File: config.mk
export PLATFORM = sky130hd
export DESIGN_NAME = popcount
export DESIGN_NICKNAME = d
export VERILOG_FILES = /design/src/rtl/result_checker_popcount.sv
export SDC_FILE = /design/constraint.sdc
export NUM_CORES = 1
export LEC_CHECK = 0
export ABC_AREA = 1
export BUFFER_PORTS_ARGS = -buffer_cell sky130_fd_sc_hd__buf_4
export CORE_MARGIN = 2
export CORE_UTILIZATION = 25
export DETAILED_ROUTE_END_ITERATION = 8
export RECOVER_POWER = 50
export SLEW_MARGIN = 10
export SYNTH_ARGS = -nofsm -noshare
export SYNTH_HDL_FRONTEND = slang
export SYNTH_SLANG_ARGS = --single-unit
File: constraint.sdc
create_clock -name vclk -period 6.1
set_clock_uncertainty 0.05 [all_clocks]
set_input_delay 0.61 -clock vclk [all_inputs]
set_output_delay 0.61 -clock vclk [all_outputs]
set_load 0.005 [all_outputs]
File: src/rtl/result_checker_popcount.sv
// rtl/result_checker_popcount.sv - combinational count of set bits in one word
//
// Ports:
//   data  : word whose set bits are counted
//   count : number of bits set in data
module popcount #(
    parameter int DataWL = 16,
    parameter int CntWL  = $clog2(DataWL + 1)
) (
    input  logic [DataWL-1:0] data,
    output logic [CntWL-1:0]  count
);

    always_comb begin
        count = '0;
        for (int i = 0; i < DataWL; i++) begin
            count = count + CntWL'(data[i]);
        end
    end

endmodule

---- Yosys cells after proc, flatten, opt, wreduce, memory -nomap -nowiden ----
Index checks and enable logic that the tools add are counted.
storage, ports and cells
  register bits ........................... 0
  output and inout bits ................... 5
  word-level logic and storage cells ...... 15
operators by class
  add/subtract/negate cells ............... 15
operator list
  cell                  count
  adder 5 x 1 -> 5 bit  11
  adder 4 x 1 -> 5 bit  1
  adder 3 x 1 -> 4 bit  1
  adder 2 x 1 -> 3 bit  1
  adder 1 x 1 -> 2 bit  1

---- Depth between registers and ports, before layout ----
  depth after elaboration ................. 15
  depth in mapped cells ................... 13
  gate-level depth less buffers ........... 13

---- Worst setup path before layout ----
Ideal clock, no wire load.
  path type ............................... input port to output port
  from .................................... in data[0]
  to ...................................... out count[2]
  slack ................................... 1.967 ns
  path buffers ............................ 0
  arrival ................................. 3.473 ns
  data required time ...................... 5.440 ns
  cell stages on the path ................. 10
  path through ............................ inv_1 fa_1 fa_1 fa_1 fa_1 inv_1 ha_1 inv_1 fa_1 xnor2_1
on the way
  longest elaborated chain between the ends .. 15
ends and longest elaborated chain
  item                                 RTL line  RTL
  from (decl)                          10        input logic [DataWL-1:0] data,
  adder 1 x 1 -> 2 bit                 17        count = count + CntWL'(data[i]);
  adder 2 x 1 -> 3 bit                 17
  adder 3 x 1 -> 4 bit                 17
  adder 4 x 1 -> 5 bit                 17
  adder 5 x 1 -> 5 bit (11 in series)  17
  to (decl)                            11        output logic [CntWL-1:0] count
No other way between the ends.

---- Final worst setup path ----
Ends and elaborated chain as after synthesis.

==> flow_summary.ini <==
[place]
port_buffers = 21
placed_area_sq_um = 607
place_inst = 93
dp_hpwl_microns = 698
gp_congestion = 0.709

[critical_path]
crit_path_cell_trace = buf_4, inv_1, fa_1, fa_1, fa_1, fa_1, inv_1, ha_1, inv_1, fa_1, xnor2_1, buf_4
crit_path_end_kind = primary output
worstPathRequired_ps = 5440
cp_slowest_cell = fa_1
max_stage_delay_ps = 550
cp_max_fo = 3
criticalPathCategory = input pin to primary output
critPathArrivalTime_ps = 3740
cp-start-kind = input pin
cp_common_cell = fa_1

[route]
wirelength_microns = 712
firstDrtPassIters = 2
wl_per_cell_microns = 7.66
drt_iter0_drc = 1
drc_errors = 0
routed-via-count = 380
drt-vias-per-instance = 4.09
ant_nets = 0

[sta]
slew-limit-headroom_pct = 88.8
rsz0062_at_grt = false
fin_tns_setup_ps = 0
period_needed_ps = 4400
post-route-period-util_pct = 72.1
hold_viol = 0
worst-slew-pin-transition_ps = 168
fmax_ghz = 0.227
maxSlewViolCount = 0
setup_viol = 0

[synth]
synth_area_sq_um = 429
synth_top_area_share_pct = 46.6
synth_top_area_cell = fa_1
seq_area_frac_synth_pct = 0
synth.distinct_cells = 9
syn_avg_cell_area_sq_um = 7.66
netlist_instances = 56
post-synth-top-count-cell = inv_1
yosysWarnings = 0
synth.cells.most_frequent = 29 x inv_1, 10 x fa_1, 5 x ha_1, 5 x nand2_1, 3 x nand3_1
syn_nets = 87
synth_area_leaders = fa_1 47%, inv_1 25%, ha_1 15%

[final_layout]
diodes = 0
fin_cells = 93
area_growth_pct = 41.4
nets = 110
drive_above_1_share_pct = 27.3
seq_cells = 0
final_area_sq_um = 607
clkbuf_count = 0
final-seq-area_sq_um = 0

[outcome]
status = finished clean

[job]
drv_cap = 0

[power]
ir_worst_vdd_mv = 0.268
power_density_mw_per_mm2 = 320
leakagePower_nw = 0.383

[min_path]
hp-class = input pin to primary output

[clock_network]
cts_resized = 0
cts_setup_buffers = 0
ctsHoldBuffers = 0

[die]
rows = 14
fp.dieArea_sq_mm = 0.00206
initial_core_util_pct = 27.5
coreArea_sq_mm = 0.00156
io_pins = 21
die_x_microns = 45.4
die_h_microns = 45.4

[grt]
grt_pass1_wl_microns = 1220
grt_max_degree = 6
antenna_found_initial = 0
overflow = 0
grt_pass1_vias = 332
grt_usage_pct = 7.47
## power breakdown
part	total (mW)	switching, mW	internal [mW]
Combinational	0.194	0.0902	0.104
Clock	0	0	0
Sequential	0	0	0
## stage by stage
step / worst slack [ps] / utilization (%) / hold WS (ps) / power [mW]
after floorplan: 1970 / - / 1290 / 0.121
after global placement: 1690 / 38.9 / 1470 / 0.194
after detailed placement: 1690 / 38.9 / 1470 / 0.198
after CTS: 1660 / 38.9 / 1470 / 0.201
after global routing: 1520 / 38.9 / 1500 / 0.229
final: 1700 / 38.9 / 1490 / 0.194
## final timing paths
kind              depth (start not counted)       end  startpoint  slack [ps]
setup / recovery                         12  count[2]     data[0]        1700
hold / removal                            3  count[0]     data[2]        1490
## worst max-delay path: cells and delay by family
family                     cells  cell delay, ps
adders and majority gates      6            2560
xor gates and xnor gates       1             180
buffers and inverters          5             370
## final cells by class
class,count,area [sq um]
fill,157,952
multi-input combinational,27,320
timing repair buffer,21,158
inverter,29,109
tap,16,20.0
## per-layer routing
metal | vias up | part of all wire [%] | global-route usage, %
met2 | 10 | 52 | 13.0
met1 | 176 | 43 | 11.1
met5 | - | 0 | 0
met4 | 0 | 0 | 0
met3 | 0 | 5.6 | 0
li1 | 194 | - | -
## kinds of logic after synthesis
family	count (synthesis)	share of synthesized area (%)
simple gates	9	8.74
compound gates	2	2.62
buf+inv	29	25.4
fa+ha+maj	15	61.2
xor+xnor	1	2.04
## cell usage in the layout (no fill, tap or decap), drive strengths merged
cell,n
a21oi,1
ha,5
nand2,5
nor2,1
o22ai,1
inv,29
nand3,3
clkbuf,2
buf,19
xnor2,1
fa,10
Power figures use the tool's default switching activity.
